### src/rtl/genius_pkg.sv
// Shared types and constants for the Genius sprite path.
package genius_pkg;

  typedef enum logic [2:0] {
    ST_OFF,
    ST_READY,
    ST_SHOW,
    ST_GAP,
    ST_LOSE,
    ST_WIN
  } state_e;

  localparam int FLAG_PWR        = 0;
  localparam int FLAG_WIN        = 1;
  localparam int FLAG_LOSE       = 2;
  localparam int FLAG_COLOR_BASE = 3;

  // Colour 0 lands on the MSB of the flag vector, the last colour on FLAG_COLOR_BASE.
  function automatic int color_flag_bit(input int num_colors, input int idx);
    return FLAG_COLOR_BASE + (num_colors - 1 - idx);
  endfunction

endpackage

### src/rtl/genius_down_counter.sv
// Loadable down-counter that parks at zero and reports it.
module genius_down_counter #(
  parameter int W = 3
) (
  input  logic         CLK,
  input  logic         RESET,
  input  logic         load_i,
  input  logic [W-1:0] load_val_i,
  input  logic         dec_i,
  output logic         zero_o
);

  logic [W-1:0] cnt_q;

  // Load wins over decrement; decrement never goes below zero.
  always_ff @(posedge CLK) begin
    if (RESET)                      cnt_q <= '0;
    else if (load_i)                cnt_q <= load_val_i;
    else if (dec_i && cnt_q != '0)  cnt_q <= cnt_q - 1'b1;
  end

  assign zero_o = (cnt_q == '0);

endmodule

### src/rtl/genius_sprite_sequencer.sv
// Maps controller events to registered one-hot sprite flags with
// colour hold/gap timing and a one-deep pending colour slot.
module genius_sprite_sequencer
  import genius_pkg::*;
#(
  parameter int NUM_COLORS  = 4,
  parameter int HOLD_CYCLES = 4,
  parameter int GAP_CYCLES  = 2,
  parameter int END_CYCLES  = 3,
  parameter int CW          = $clog2(NUM_COLORS)
) (
  input  logic                  CLK,
  input  logic                  RESET,
  input  logic                  PWR_BTN,
  input  logic                  COLOR_VALID,
  input  logic [CW-1:0]         COLOR_IDX,
  output logic                  COLOR_ACK,
  input  logic                  LOSE_REQ,
  input  logic                  WIN_REQ,
  output logic [NUM_COLORS+2:0] SPRITES_FLAGS,
  output logic                  BUSY
);

  localparam int FW   = NUM_COLORS + 3;
  localparam int M1   = (HOLD_CYCLES > GAP_CYCLES) ? HOLD_CYCLES : GAP_CYCLES;
  localparam int MAXC = (M1 > END_CYCLES) ? M1 : END_CYCLES;
  localparam int CNTW = $clog2(MAXC + 1);

  localparam logic [CNTW-1:0] HOLD_LD = CNTW'(HOLD_CYCLES - 1);
  localparam logic [CNTW-1:0] END_LD  = CNTW'(END_CYCLES - 1);
  localparam logic [CNTW-1:0] GAP_LD  = CNTW'((GAP_CYCLES > 0) ? GAP_CYCLES - 1 : 0);

  state_e          state_q, state_d;
  logic [CW-1:0]   cur_idx_q, cur_idx_d;
  logic            pend_vld_q, pend_vld_d;
  logic [CW-1:0]   pend_idx_q, pend_idx_d;
  logic [FW-1:0]   flags_q, flags_d;
  logic            busy_q, busy_d;

  logic            ld, dec, cnt_zero, ack;
  logic [CNTW-1:0] ld_val;
  logic            req_ok;

  assign req_ok = COLOR_VALID && (int'(COLOR_IDX) < NUM_COLORS);

  genius_down_counter #(.W(CNTW)) u_cnt (
    .CLK        (CLK),
    .RESET      (RESET),
    .load_i     (ld),
    .load_val_i (ld_val),
    .dec_i      (dec),
    .zero_o     (cnt_zero)
  );

  // State, latched colours and registered outputs.
  always_ff @(posedge CLK) begin
    if (RESET) begin
      state_q    <= ST_OFF;
      cur_idx_q  <= '0;
      pend_vld_q <= 1'b0;
      pend_idx_q <= '0;
      flags_q    <= '0;
      busy_q     <= 1'b0;
    end else begin
      state_q    <= state_d;
      cur_idx_q  <= cur_idx_d;
      pend_vld_q <= pend_vld_d;
      pend_idx_q <= pend_idx_d;
      flags_q    <= flags_d;
      busy_q     <= busy_d;
    end
  end

  // Next state, counter control, colour acceptance.
  always_comb begin
    logic expire, take, direct;
    state_d    = state_q;
    cur_idx_d  = cur_idx_q;
    pend_vld_d = pend_vld_q;
    pend_idx_d = pend_idx_q;
    ld         = 1'b0;
    ld_val     = '0;
    dec        = 1'b0;
    ack        = 1'b0;
    expire     = 1'b0;
    take       = 1'b0;
    direct     = 1'b0;
    if (!RESET) begin
      unique case (state_q)
        ST_OFF: if (PWR_BTN) state_d = ST_READY;
        ST_READY: begin
          if (LOSE_REQ) begin
            state_d = ST_LOSE; ld = 1'b1; ld_val = END_LD;
          end else if (WIN_REQ) begin
            state_d = ST_WIN;  ld = 1'b1; ld_val = END_LD;
          end else if (req_ok) begin
            ack = 1'b1; cur_idx_d = COLOR_IDX;
            state_d = ST_SHOW; ld = 1'b1; ld_val = HOLD_LD;
          end
        end
        ST_SHOW, ST_GAP: begin
          if (LOSE_REQ || WIN_REQ) begin
            // Preemption flushes the slot and acks nothing.
            state_d    = LOSE_REQ ? ST_LOSE : ST_WIN;
            ld         = 1'b1;
            ld_val     = END_LD;
            pend_vld_d = 1'b0;
          end else begin
            take   = req_ok && !pend_vld_q;
            expire = cnt_zero && (state_q == ST_GAP || GAP_CYCLES == 0);
            // A request taken into an empty slot on the expiry edge would
            // otherwise be stranded in READY, so it starts showing directly.
            direct = expire && !pend_vld_q && take;
            ack    = take;
            if (!cnt_zero) begin
              dec = 1'b1;
            end else if (!expire) begin
              state_d = ST_GAP; ld = 1'b1; ld_val = GAP_LD;
            end else if (pend_vld_q) begin
              state_d = ST_SHOW; cur_idx_d = pend_idx_q; pend_vld_d = 1'b0;
              ld = 1'b1; ld_val = HOLD_LD;
            end else if (direct) begin
              state_d = ST_SHOW; cur_idx_d = COLOR_IDX;
              ld = 1'b1; ld_val = HOLD_LD;
            end else begin
              state_d = ST_READY;
            end
            if (take && !direct) begin
              pend_vld_d = 1'b1;
              pend_idx_d = COLOR_IDX;
            end
          end
        end
        ST_LOSE: if (cnt_zero && !LOSE_REQ) state_d = ST_OFF; else dec = 1'b1;
        ST_WIN:  if (cnt_zero && !WIN_REQ)  state_d = ST_OFF; else dec = 1'b1;
        default: state_d = ST_OFF;
      endcase
    end
  end

  // Moore flags and busy derived from the next state.
  always_comb begin
    flags_d = '0;
    unique case (state_d)
      ST_READY, ST_GAP: flags_d = FW'(1) << FLAG_PWR;
      ST_SHOW:  flags_d = (FW'(1) << FLAG_PWR)
                        | (FW'(1) << color_flag_bit(NUM_COLORS, int'(cur_idx_d)));
      ST_LOSE:  flags_d = FW'(1) << FLAG_LOSE;
      ST_WIN:   flags_d = FW'(1) << FLAG_WIN;
      default:  flags_d = '0;
    endcase
    busy_d = (state_d == ST_SHOW) || (state_d == ST_GAP) || pend_vld_d;
  end

  assign COLOR_ACK     = ack;
  assign SPRITES_FLAGS = flags_q;
  assign BUSY          = busy_q;

endmodule

### config.mk
export PLATFORM = sky130hd
export DESIGN_NAME = genius_sprite_sequencer
export DESIGN_NICKNAME = d
export VERILOG_FILES = /design/src/rtl/genius_pkg.sv /design/src/rtl/genius_down_counter.sv /design/src/rtl/genius_sprite_sequencer.sv
export SDC_FILE = /design/constraint.sdc
export NUM_CORES = 1
export LEC_CHECK = 0
export ABC_AREA = 0
export BUFFER_PORTS_ARGS = -buffer_cell sky130_fd_sc_hd__clkbuf_2
export CAP_MARGIN = 20
export CORE_MARGIN = 1
export CORE_UTILIZATION = 30
export CTS_BUF_LIST = sky130_fd_sc_hd__clkbuf_4 sky130_fd_sc_hd__clkbuf_8
export DETAILED_ROUTE_END_ITERATION = 10
export PLACE_DENSITY_LB_ADDON = 0.15
export SYNTH_ARGS = -nofsm -noshare
export SYNTH_HDL_FRONTEND = slang
export SYNTH_HIERARCHICAL = 1
export SYNTH_SLANG_ARGS = --single-unit
### constraint.sdc
create_clock -name CLK -period 3 [get_ports CLK]
set_clock_uncertainty 0.2 [all_clocks]
set_input_delay 0.3 -clock CLK [delete_from_list [all_inputs] [get_ports CLK]]
set_output_delay 0.3 -clock CLK [all_outputs]
set_load 0.01 [all_outputs]
# --- Yosys cells after proc, flatten, opt, wreduce, memory -nomap -nowiden ---
# Index checks and enable logic that the tools add are counted.
# W data, S select, Z words.
totals:
  reg_bits: 19
classes:
  n_eq_ne: 10
  bitwise: 1
  n_addsub: 3
  n_shift: 1
  muxes: 63
  reduce_logical: 22
ops:
  columns: ["operator", "n"]
  rows:
  - ["$mux W2", 20]
  - ["$mux W3", 11]
  - ["$shl A1 B32 Y7 const A", 1]
  - ["$pmux W7 S4", 1]
  - ["$mux W1", 25]
  - ["$pmux W3 S5", 1]
  - ["$eq A3 B2 Y1 const B", 4]
  - ["$eq A3 B3 Y1 const B", 4]
  - ["$logic_and A1 B1 Y1", 8]
  - ["$pmux W2 S2", 2]
  - ["$eq A3 B1 Y1 const B", 2]
  - ["$logic_not A3 Y1", 2]
  - ["$add A3 B3 Y4 const A", 1]
  - ["$logic_not A1 Y1", 4]
  - ["$pmux W1 S2", 2]
  - ["$reduce_or A2 Y1", 2]
  - ["$logic_or A1 B1 Y1", 3]
  - ["$pmux W1 S3", 1]
  - ["$reduce_and A3 Y1", 1]
  - ["$reduce_bool A3 Y1", 1]
  - ["$sub A2 B2 Y3 const A", 1]
  - ["$sub A3 B1 Y3 const B", 1]
  - ["$reduce_bool A2 Y1", 1]
  - ["$not A1 Y1", 1]

# --- Depth between registers and ports, before layout ---
depth:
  ltp_word: 15
  mapped_depth: 11
  depth_no_buf: 10

# --- Cells and area by module ---
# Netlist, hierarchy kept.
modules_own_cells:
  columns: ["mod", "area_per_inst_um2", "instances", "seq_area_each_um2", "cells_each"]
  rows:
  - ["genius_sprite_sequencer", 983.4, 1, 320.3, 122]
  - ["genius_down_counter", 182.7, 1, 60.1, 21]

# --- Worst setup path after synthesis ---
# No wires, ideal clock.
synth_timing:
  path_type: "reg-to-reg"
  startpoint: "reg u_cnt.cnt_q[0]"
  endpoint: "reg flags_q[6], in the netlist SPRITES_FLAGS[6]"
  stages_incl_launch_ff: 10
  slack_ns: 0.562
  arrival_time_ns: 2.177
  path_buffers: 1
  period_less_slack_ns: 2.438
  cell_sequence: "dfxtp_1 inv_1 ha_1 ha_1 clkbuf_1 and4b_1 a2111o_1 a21oi_1 nand4_1 and4bb_1"
synth_between:
  elab_chain_cells: 15
  elab_cells_between_ends: 32
synth_lines:
  columns: ["element", "line", "rtl"]
  rows:
  - ["start, declared", "genius_down_counter.sv:13", "logic [W-1:0] cnt_q;"]
  - ["start signal, assigned", "genius_down_counter.sv:18", "else if (load_i) cnt_q <= load_val_i;"]
  - ["start signal, assigned", "genius_down_counter.sv:19", "else if (dec_i && cnt_q != '0) cnt_q <= cnt_q - 1'b1;"]
  - ["$logic_not A3 Y1 *", "genius_down_counter.sv:22", "assign zero_o = (cnt_q == '0);"]
  - ["via cnt_zero", "genius_sprite_sequencer.sv:40", "logic ld, dec, cnt_zero, ack;"]
  - ["$logic_and A1 B1 Y1", "genius_sprite_sequencer.sv:110", "expire = cnt_zero && (state_q == ST_GAP || GAP_CYCLES == 0);"]
  - ["$logic_and A1 B1 Y1 (2 in a row)", "genius_sprite_sequencer.sv:113", "direct = expire && !pend_vld_q && take;"]
  - ["$mux W2", "genius_sprite_sequencer.sv:122", "end else if (direct) begin"]
  - ["$mux W2", "genius_sprite_sequencer.sv:119", "end else if (pend_vld_q) begin"]
  - ["$mux W2", "genius_sprite_sequencer.sv:117", "end else if (!expire) begin"]
  - ["$mux W2", "genius_sprite_sequencer.sv:115", "if (!cnt_zero) begin"]
  - ["$mux W2", "genius_sprite_sequencer.sv:102", "if (LOSE_REQ || WIN_REQ) begin"]
  - ["$pmux W2 S2", "genius_sprite_sequencer.sv:89", "unique case (state_q)"]
  - ["$mux W2", "genius_sprite_sequencer.sv:88", "if (!RESET) begin"]
  - ["$sub A2 B2 Y3", "genius_pkg.sv:20", "return FLAG_COLOR_BASE + (num_colors - 1 - idx);"]
  - ["$add A3 B3 Y4", "genius_pkg.sv:20", null]
  - ["$shl A1 B32 Y7", "genius_sprite_sequencer.sv:147", "| (FW'(1) << color_flag_bit(NUM_COLORS, int'(cur_idx_d)));"]
  - ["$pmux W7 S4 *", "genius_sprite_sequencer.sv:144", "unique case (state_d)"]
  - ["end signal, assigned", "genius_sprite_sequencer.sv:69", "flags_q <= flags_d;"]
  - ["end, declared", "genius_sprite_sequencer.sv:37", "logic [FW-1:0] flags_q, flags_d;"]
# The timed path passes the listed nets; every way through them passes the cells marked *.
# A chain may end at the register's enable or synchronous reset.

# --- Worst setup path in the final report ---
# Same ends and word-level chain as after synthesis.

==> out/qor.yml <==
setup_path:
  reg2reg_depth: 8
  worst_setup_path_end_kind: "register"
  critPathKind: "reg -> reg"
  cp.arrival_ns: 2.72
  cp.required_ns: 3.01
  critPathMostFrequentCell: "ha_1"
  crit_chain: "inv_1, ha_1, ha_1, and4b_1, a2111o_1, a21oi_1, nand4_1, and4bb_1"
  cp.depth: 8
  crit_path_start_kind: "register"
  reg2reg_setup_slack_ns: 0.29
  critPathTopFamily: "simple AND/OR/NAND/NOR gates"
  crit_path_max_fanout: 9
  cp_num_buf_inv: 1
  cp_slowest_cell: "a2111o_1"
  slowest_delay_ns: 0.44
clock_tree:
  holdBufCountCts: 0
  clkSinkCount: 19
  clock_latency_ns: 0.27
  tritoncts: "built"
  root_buffer: "clkbuf_8"
  ctsHtreeMaxLevel: 1
  numCtsBuffers: 3
  cts_buffer_depth: 2
  cts_setup_buffers: 0
  clkTransAtPathRegs_ns: 0.08
  post_cts_resize_count: 0
timing:
  setup_slack_ns: 0.290
  maxSlewHeadroom: 0.641
  layout_min_cycle_time_ns: 2.71
  rsz0062_at_grt: "false"
  final.period_utilization: 0.903
  maxSlewViolCount: 0
  fmax_ghz: 0.369
  setup_violations: 0
  tns_ns: 0
  finalHoldViolations: 0
  tightest_slew_ns: 0.535
placed_design:
  place_ws_ns: 0.311
  dp_hpwl_mm: 2.06
  placed_cells: 200
  port_buffers: 16
  gp_congestion: 0.833
pwr:
  internal-power_mw: 0.395
  p_sw_frac: 0.299
  power.total_mw: 0.563
  switching_power_mw: 0.168
  seqPwrFrac: 0.480
  powerDensity_mw_per_mm2: 426
  pwr-share-clk: 0.345
  combPwrFrac: 0.175
  vdd_drop_max_uv: 213
  cellLeakagePower_nw: 0.565
die:
  initial_core_util: 0.316
  coreArea_mm2: 0.00369
  dieArea_mm2: 0.00414
  die_w_um: 64.3
  std_cell_rows: 22
  num_io_pins: 17
  die_h_um: 64.3
synthesis:
  synth_seq_area_share: 0.326
  synthMuxAreaShare: 0.0258
  synthCells: 143
  synth_area_leader_cell: "dfxtp_1"
  syn_avg_cell_area_um2: 8.15
  synth-edff-count: 0
  synthAdderAreaFrac: 0.0429
  ys.flop_type: "dfxtp_1"
  netlist_area_mm2: 0.00117
  netlist_top_cells_area: "dfxtp_1 (33%), nor2_1 (4.8%), a21oi_1 (4.7%)"
  ys_types: 49
  yosys.area_share.simple: 0.303
  async_flop_share: 0
  ys_warn_count: 6
  synth_xor_area_frac: 0.00751
  synth_compound_area_frac: 0.230
  syn-num-nets: 155
  ys_ff_latch: 19
  synth_top_area_frac: 0.326
  synth_top_family_by_area: "simple AND/OR/NAND/NOR gates"
final_layout:
  postLayoutCoreUtil: 0.358
  nFillCells: 402
  multi_input_area_um2: 713
  layout_common_cells: "dfxtp_1 (19), clkbuf_2 (16), nor2_1 (15)"
  final_nets: 169
  final_cells: 204
  area.sequential_um2: 380
  num_antenna_cells: 0
  final_common_cell: "dfxtp_1"
  syn2layout_area_growth_pct: 13.3
  drive_gt1_frac: 0.192
global_routing:
  grt_max_degree: 18
  grtUsageTotal: 0.149
  grt_pass1_vias: 997
  busiest_layer: "met2"
  antenna_found_initial: 0
  overflow: 0
  use_met1: 0.176
  grt_pass1_wl_mm: 4.64
  met2_usage: 0.249
  grt_use_met3: 0.0375
route:
  vias: 1099
  drtAntennaViolNets: 0
  drtIter0Drc: 55
  via_per_inst: 5.39
  finalWirelength_mm: 2.80
  dr.pass1.iters: 4
  wire_per_inst_um: 13.7
  drc: 0
run_status:
  status: "finished clean"
min_path:
  hp-class: "in -> reg"
  hold_path_depth: 3
flow_run:
  max_cap_violations: 0
[cell type report]
| class | count | area share |
|---|---|---|
| repair buffers | 17 | 0.0663 |
| well taps | 48 | 0.0455 |
| multi-input cells | 107 | 0.540 |
| clock buffers | 3 | 0.0312 |
| inverters | 9 | 0.0256 |
| flip-flops and latches | 19 | 0.288 |
| clock inverters | 1 | 0.00379 |
[stage by stage]
stage | hold WS, ns | cell area (um2)
finish | 0.0826 | 1320
global route | 0.136 | 1320
CTS | 0.0834 | 1320
detailed placement | 0.294 | 1270
global placement | 0.288 | 1270
floorplan | 0.169 | 1170
[sequential cells by signal (all words and copies together) (netlist names)]
| register | flops |
|---|---|
| SPRITES_FLAGS | 7 |
| cur_idx_q | 2 |
| u_cnt/cnt_q | 3 |
| pend_idx_q | 2 |
| state_q | 3 |
| pend_vld_q | 1 |
| BUSY | 1 |
[final timing paths]
path | from | end
worst max register to register | u_cnt/cnt_q[0] | SPRITES_FLAGS[6]
worst min-delay path | COLOR_IDX[0] | pend_idx_q[0]
worst min register to register | pend_idx_q[1] | pend_idx_q[1]
worst max-delay path | u_cnt/cnt_q[0] | SPRITES_FLAGS[6]
[Yosys cell counts, types with 2 or more instances]
cell type  instances
a31oi_1            3
a221o_1            2
a21oi_1           11
nand2b_1           2
mux2i_1            3
dfxtp_1           19
or3_1              2
nand3b_1           3
o211ai_1           3
nand4_1            2
or2_2              2
nor2b_1            2
o31ai_1            2
and3_1             3
ha_1               4
nand2_1           10
a21o_1             2
nor3_1             6
nor2_1            15
inv_1              8
nor4_1             3
o21ai_0            4
clkbuf_1           6
[power groups by stage]
| stage | Combinational (mW) | Sequential [mW] | Clock, mW |
|---|---|---|---|
| global placement | 0.0972 | 0.275 | 0 |
| CTS | 0.0981 | 0.270 | 0.201 |
| detailed placement | 0.0977 | 0.276 | 0 |
| floorplan | 0.0751 | 0.274 | 0 |
| global route | 0.109 | 0.271 | 0.208 |
| finish | 0.0985 | 0.270 | 0.194 |
[cells by family (layout without fill, tap and decap cells)]
family	Yosys count	in the layout
AND/OR/NAND/NOR	61	61
AO/OA/AOI/OAI	37	37
flip-flops	19	19
buffers and inverters	17	30
adder cells (fa/ha/maj)	4	4
multiplexers	3	3
other	1	1
XOR/XNOR	1	1
[metal layers]
layer	wire length [um]	vias up
li1	-	544
met1	1280	516
met2	1330	35
met3	145	4
met4	50	0
met5	0	-
[worst reg2reg max path: cells and delay by family, from the launching register on]
kind                     cells  cell delay (ns)
buffers and inverters        1             0.05
AO/OA/AOI/OAI                2             0.70
AND/OR/NAND/NOR              3             0.85
adder cells (fa/ha/maj)      2             0.50
flip-flops                   1             0.35
Note: power is estimated with default switching activity, not from simulation.
